<file path="src/rtl/mem_access_ctrl.sv">
// Memory access sequencer for the MAR/MDR datapath.
// One read or write transaction runs per request. The sequence is: load MAR,
// strobe memory until mem_ready (bounded by TIMEOUT), capture the read data
// into MDR, then pulse done. Every output is a register that holds the Moore
// decode of the state, so no input reaches an output combinationally.
module mem_access_ctrl #(
  parameter int TIMEOUT   = 16,
  parameter int CNT_WIDTH = 5
) (
  input  logic clock,
  input  logic clear_n,
  input  logic start_read,
  input  logic start_write,
  input  logic mem_ready,
  output logic mar_in,
  output logic mem_read,
  output logic mem_write,
  output logic mdr_in,
  output logic mdr_read,
  output logic busy,
  output logic done,
  output logic timeout_err
);

  typedef enum logic [2:0] {
    S_IDLE,
    S_ADDR,
    S_ACCESS,
    S_CAPTURE,
    S_DONE
  } state_t;

  // Last ACCESS cycle index. The counter is only compared against this value
  // and the state leaves ACCESS once it is reached, so the counter never wraps.
  localparam logic [CNT_WIDTH-1:0] CNT_LAST = CNT_WIDTH'(TIMEOUT - 1);

  state_t               state_q, state_d;
  logic [CNT_WIDTH-1:0] cnt_q, cnt_d;
  logic                 op_rd_q, op_rd_d;
  logic                 err_q, err_d;

  logic mar_in_q, mem_read_q, mem_write_q, mdr_in_q, mdr_read_q;
  logic busy_q, done_q, timeout_err_q;
  logic mar_in_d, mem_read_d, mem_write_d, mdr_in_d, mdr_read_d;
  logic busy_d, done_d, timeout_err_d;

  // Next-state logic. Outputs are decoded from the next state so that the
  // registered outputs line up with the registered state.
  always_comb begin
    state_d = state_q;
    cnt_d   = cnt_q;
    op_rd_d = op_rd_q;
    err_d   = err_q;
    unique case (state_q)
      S_IDLE: begin
        // When both requests arrive together, the read takes priority.
        if (start_read) begin
          state_d = S_ADDR;
          op_rd_d = 1'b1;
          err_d   = 1'b0;
        end else if (start_write) begin
          state_d = S_ADDR;
          op_rd_d = 1'b0;
          err_d   = 1'b0;
        end
      end
      S_ADDR: begin
        state_d = S_ACCESS;
        cnt_d   = '0;
      end
      S_ACCESS: begin
        // mem_ready takes priority over the timeout when both occur on the
        // last ACCESS cycle.
        if (mem_ready) begin
          state_d = op_rd_q ? S_CAPTURE : S_DONE;
        end else if (cnt_q == CNT_LAST) begin
          state_d = S_DONE;
          err_d   = 1'b1;
        end else begin
          cnt_d = cnt_q + CNT_WIDTH'(1);
        end
      end
      S_CAPTURE: state_d = S_DONE;
      S_DONE:    state_d = S_IDLE;
      default:   state_d = S_IDLE;
    endcase

    mar_in_d      = (state_d == S_ADDR);
    mem_read_d    = (state_d == S_ACCESS) &&  op_rd_d;
    mem_write_d   = (state_d == S_ACCESS) && !op_rd_d;
    mdr_in_d      = (state_d == S_CAPTURE);
    mdr_read_d    = (state_d == S_CAPTURE);
    busy_d        = (state_d != S_IDLE);
    done_d        = (state_d == S_DONE);
    timeout_err_d = (state_d == S_DONE) && err_d;
  end

  // State, flags and registered outputs. Reset is asynchronous, so the
  // strobes drop as soon as clear_n falls.
  always_ff @(posedge clock or negedge clear_n) begin
    if (!clear_n) begin
      state_q       <= S_IDLE;
      cnt_q         <= '0;
      op_rd_q       <= 1'b0;
      err_q         <= 1'b0;
      mar_in_q      <= 1'b0;
      mem_read_q    <= 1'b0;
      mem_write_q   <= 1'b0;
      mdr_in_q      <= 1'b0;
      mdr_read_q    <= 1'b0;
      busy_q        <= 1'b0;
      done_q        <= 1'b0;
      timeout_err_q <= 1'b0;
    end else begin
      state_q       <= state_d;
      cnt_q         <= cnt_d;
      op_rd_q       <= op_rd_d;
      err_q         <= err_d;
      mar_in_q      <= mar_in_d;
      mem_read_q    <= mem_read_d;
      mem_write_q   <= mem_write_d;
      mdr_in_q      <= mdr_in_d;
      mdr_read_q    <= mdr_read_d;
      busy_q        <= busy_d;
      done_q        <= done_d;
      timeout_err_q <= timeout_err_d;
    end
  end

  assign mar_in      = mar_in_q;
  assign mem_read    = mem_read_q;
  assign mem_write   = mem_write_q;
  assign mdr_in      = mdr_in_q;
  assign mdr_read    = mdr_read_q;
  assign busy        = busy_q;
  assign done        = done_q;
  assign timeout_err = timeout_err_q;

endmodule

</file>
<file path="config.mk">
export PLATFORM = sky130hd
export DESIGN_NAME = mem_access_ctrl
export DESIGN_NICKNAME = d
export VERILOG_FILES = /design/src/rtl/mem_access_ctrl.sv
export SDC_FILE = /design/constraint.sdc
export NUM_CORES = 1
export LEC_CHECK = 0
export BUFFER_PORTS_ARGS = -buffer_cell sky130_fd_sc_hd__buf_2
export CORE_MARGIN = 3
export CORE_UTILIZATION = 53
export DETAILED_ROUTE_END_ITERATION = 6
export GPL_ROUTABILITY_DRIVEN = 0
export PLACE_DENSITY = 0.76
export RECOVER_POWER = 25
export SLEW_MARGIN = 20
export SYNTH_ARGS = -nofsm -noshare
export SYNTH_HDL_FRONTEND = slang
export SYNTH_SLANG_ARGS = --single-unit
</file>
<file path="constraint.sdc">
create_clock -name clock -period 2.64 [get_ports clock]
set_input_delay 0.132 -clock clock [delete_from_list [all_inputs] [get_ports clock]]
set_output_delay 0.132 -clock clock [all_outputs]
set_load 0.03 [all_outputs]
</file>
======== Word-level counts from Yosys, hierarchy flattened ========
Index checks and enable logic that the tools add are counted.
storage, ports and cells
  bits in writable memories ............... 0
  memories ................................ 0
  output and inout port bits .............. 8
  latch bits .............................. 0
  ROM bits ................................ 0
  word-level logic and storage cells ...... 47
  register bits ........................... 17
cells by class
  reductions and logical operators ........ 8
  multiply operators ...................... 0
  muxes and demuxes ....................... 17
  eq/ne operators ......................... 10
  magnitude comparators ................... 0
  $add $sub $neg .......................... 1
  bitwise gates (word level) .............. 0
  div/mod/pow operators ................... 0
  shift-type cells ........................ 0
operators by type and width
  cell                                            count
  two-way mux 3 bit                               5
  == test 3 x 2 -> 1 bit (second input constant)  4
  case mux 3 bit (4 select lines)                 1
  two-way mux 5 bit                               2
  case mux 5 bit (2 select lines)                 1
  two-way mux 1 bit                               7
  == test 3 x 1 -> 1 bit (second input constant)  2
  adder 5 x 1 -> 5 bit (second input constant)    1
  == test 5 x 4 -> 1 bit (second input constant)  1
  != test 2 bit (second input constant)           2
  == test 3 bit (second input constant)           1
  logical AND 1 bit                               3
  logical NOT 3 bit                               1
  AND reduction 3 bit                             1
  nonzero test 3 bit                              1
  case mux 1 bit (2 select lines)                 1
  nonzero test 2 bit                              1
  logical NOT 1 bit                               1

======== Longest topological paths before layout ========
  word-level depth ........................ 6
  gate-level depth with buffers ........... 6
  mapped depth without buffers ............ 6

======== Worst setup path before layout ========
Ideal clock, no wire load.
  kind .................................... register to register
  start ................................... reg cnt_q[0]
  end ..................................... reg mem_read_q (netlist: mem_read)
  data arrival time ....................... 1759 ps
  path slack .............................. 808 ps
  setup time .............................. 73 ps
  stages on the path, launching flop included .. 7
  path through ............................ dfrtp_1 -> ha_1 -> and3_1 -> ha_1 -> or4b_1 -> a21o_1 -> nor2b_1
between the ends
  longest elaborated chain between the ends .. 6
ends and longest elaborated chain
  item                             RTL line  source
  start: declaration               38        logic [CNT_WIDTH-1:0] cnt_q, cnt_d;
  start signal: assignment         116       cnt_q <= cnt_d;
  == test 5 x 4 -> 1 bit           76        end else if (cnt_q == CNT_LAST) begin
  two-way mux 3 bit                76
  two-way mux 3 bit                74        if (mem_ready) begin
  case mux 3 bit (4 select lines)  54        unique case (state_q)
  == test 3 x 2 -> 1 bit           89        mem_read_d = (state_d == S_ACCESS) && op_rd_d;
  logical AND 1 bit                89
  named net mem_read_d             44        logic mar_in_d, mem_read_d, mem_write_d, mdr_in_d, mdr_read_d;
  end signal: assignment           120       mem_read_q <= mem_read_d;
  end: declaration                 42        logic mar_in_q, mem_read_q, mem_write_q, mdr_in_q, mdr_read_q;
The timed path passes the listed nets, and every way through them passes these cells.
A chain may end at the register's enable or synchronous reset.

======== Final worst setup path ========
Ends and elaborated chain as after synthesis.

==> reports/metrics.cfg <==
[status]
status = complete, no violations

[synthesis]
synth_top_family_by_area = simple AND/OR/NAND/NOR gates
ys_top_cells_by_count = dfrtp_1 (17), nor2_1 (5), inv_1 (4)
synth.top_cell.area_share_pct = 52.9
synth_most_common_cell = dfrtp_1
synthMuxAreaShare_pct = 1.24
synth.ff_latch_count = 17
synth-xor-area-share_pct = 0
synth_top_cell_by_area = dfrtp_1
synth-compound-area-share_pct = 17.7
synth_cell_type_count = 33
synth_adder_area_share_pct = 3.11
synth_edf_count = 0
synth_area_leaders = dfrtp_1 (53%), ha_1 (3.1%), o211ai_1 (2.8%)
syn_avg_cell_area_sq_um = 10.9
synth_simple_gate_area_share_pct = 20.4
syn-cell-area_sq_um = 805
ys.flop_type = dfrtp_1
synth-seq-area-share_pct = 52.9
syn_nets = 81
synth_cells = 74
yosysWarnings = 0
async_flop_share_pct = 100

[grt]
track_usage_pct = 17.0
grt_pass1_vias = 568
gr-total-overflow = 0
grt_first_pass_wirelength_mm = 2.52
antenna_found_initial = 0
grt_max_degree = 18

[floorplanning]
die_h_um = 45.0
core-area_sq_um = 1370
core.rowCount = 13
io_pins = 13
dieArea_sq_um = 2020
die_x_um = 45.0
initial_core_util_pct = 58.9

[setup_path]
worst-endpoint-arrival_ps = 2170
cp_common_cell = ha_1
cp_max_fo = 5
crit_path_cell_trace = ha_1 > and3_1 > ha_1 > or4b_1 > a21o_1 > nor2b_1
critPathLaunchType = flop
critPathCaptureType = flop
worstSetupPathType = flop to flop
cpMaxStageDelayCell = or4b_1
crit_required_ps = 2860
cp_slowest_stage_delay_ps = 530

[routing]
drt_pass1_iterations = 4
antenna_left = 0
routed_wl_mm = 1.45
drc_errors = 0
avgRoutedWirePerCell_um = 14.2
drtIter0Drc = 14
routed_via_density = 5.84
vias = 596

[layout]
multi_input_area_sq_um = 342
utilization_pct = 65.7
syn_to_final_growth_pct = 11.5
regArea_sq_um = 425
insertedDiodeCount = 0
drive_above_1_share_pct = 20.7
fin_nets = 95
nFillCells = 109

[sta]
max_slew_margin_pct = 41.7
finalCritPeriodShare_pct = 73.7
hold_viol_final = 0
setup_violations = 0
worst_pin_slew_ps = 874
tns_ps = 0
maxSlewViolCount = 0
fin_skew_ps = 5.41
period_needed_ps = 1940
fmax_mhz = 514
rsz0062_at_grt = false

[placed_design]
dp_hpwl_mm = 1.08
portBuffers = 12

[run]
drv_cap = 0

[power]
leakagePower_nw = 0.428
vdd_ir_drop_max_mv = 0.587
power_density_nw_per_um2 = 1030

[cts]
clockBufferDepth = 2
cts_root_buffer = clkbuf_4
cts_sinks = 17
clock_latency_ps = 290
cts_tree = done
cts_setup_buffers = 0
h-tree-depth = 1
cts_buffers = 3
clk_pin_slew_worst_paths_ps = 100

[worst_hold_path]
min_path_type = primary input to flop

cell type report:
class / instances / share of cell area [%]
clock inverter: 1 / 0.558
timing repair buffer: 13 / 7.67
sequential: 17 / 47.4
multi-input combinational: 49 / 38.1
inverter: 4 / 1.67
clock buffer: 3 / 2.51
tap: 15 / 2.09
report_power, final:
part | internal [W] | switching (W) | total [W]
Clock | 0.0000563 | 0.0000777 | 0.000134
Combinational | 0.000132 | 0.000215 | 0.000347
Sequential | 0.000341 | 0.0000995 | 0.000440
Total | 0.000529 | 0.000392 | 0.000921
per-stage QoR:
| step | area [sq um] | hold slack (ps) | setup WS, ps | power [W] | instances |
|---|---|---|---|---|---|
| 6_report | 897 | 133 | 695 | 0.000921 | 102 |
| 3_5_place_dp | 861 | 67.1 | 723 | 0.000791 | 97 |
| 4_1_cts | 898 | 134 | 691 | 0.000925 | 102 |
| 3_3_place_gp | 861 | 66.5 | 752 | 0.000784 | 97 |
| 2_1_floorplan | 805 | -164 | 808 | 0.000702 | 74 |
| 5_1_grt | 897 | 160 | 554 | 0.000995 | 102 |
what timing repair did:
action / 4_1_cts / 5_1_grt
hold endpoints to repair: 17 / 0
resized for setup: 0 / 0
hold buffers: 1 / 0
worst paths after layout:
| check | slack [ps] | end | from | cells past startpoint |
|---|---|---|---|---|
| setup / recovery | 700 | mem_read | cnt_q[0] | 6 |
| hold / removal | 130 | op_rd_q | start_read | 2 |
| setup reg to reg | 700 | mem_read | cnt_q[0] | 6 |
| hold reg to reg | 500 | err_q | err_q | 2 |
| max in group asynchronous | 1640 | mem_write | clear_n | 2 |
| min in group asynchronous | 460 | mar_in | clear_n | 2 |
flip-flops by register name (all words and copies together) (netlist names):
| signal | cells |
|---|---|
| busy | 1 |
| cnt_q | 5 |
| done | 1 |
| err_q | 1 |
| mar_in | 1 |
| mdr_read | 1 |
| mem_read | 1 |
| mem_write | 1 |
| op_rd_q | 1 |
| state_q | 3 |
| timeout_err | 1 |
layer usage:
layer	share of wire (%)	vias to the layer above	track usage, %
met5	0	-	0
met4	0.69	0	7.02
met2	48	11	27.7
met3	4.3	2	2.39
li1	-	299	-
met1	47	284	22.7
worst max-delay path, delay by kind of cell, from the launching register on:
family / cells / cell delay (ps)
DFF: 1 / 430
adders and majority gates: 2 / 480
and+or+nand+nor: 3 / 780
AOI/OAI and AO/OA: 1 / 200
cells by family after synthesis:
kind of cell	after synthesis
and+or+nand+nor	26
AOI/OAI and AO/OA	20
DFF	17
buffers and inverters	8
adders and majority gates	2
muxes	1
layout by cell type, fill, tap and decap left out:
cell type      netlist  routed
or3_1                1       1
and4bb_2             1       1
or4b_1               2       2
o21bai_1             1       1
buf_2                3      11
o32ai_1              1       1
a21oi_1              3       3
dfrtp_1             17      17
o211ai_1             3       3
clkbuf_4             0       3
or2_2                1       1
nor2b_1              1       1
o21ai_0              3       3
nor4b_2              1       1
o2bb2ai_1            2       2
or2_1                1       1
clkinv_2             0       1
nor3_1               3       3
nor2_1               5       5
nand3_1              1       1
nand2_1              2       2
a22oi_1              1       1
mux2i_1              1       1
a211o_1              1       1
nor4_1               1       1
inv_1                4       4
clkbuf_1             0       1
o31ai_1              1       1
a22o_1               2       2
ha_1                 2       2
and3_1               1       1
a21o_1               2       2
nand2b_1             3       3
dlygate4sd3_1        0       1
and2_1               1       1
nand3b_1             1       1
Note: power is estimated with default switching activity, not from simulation.
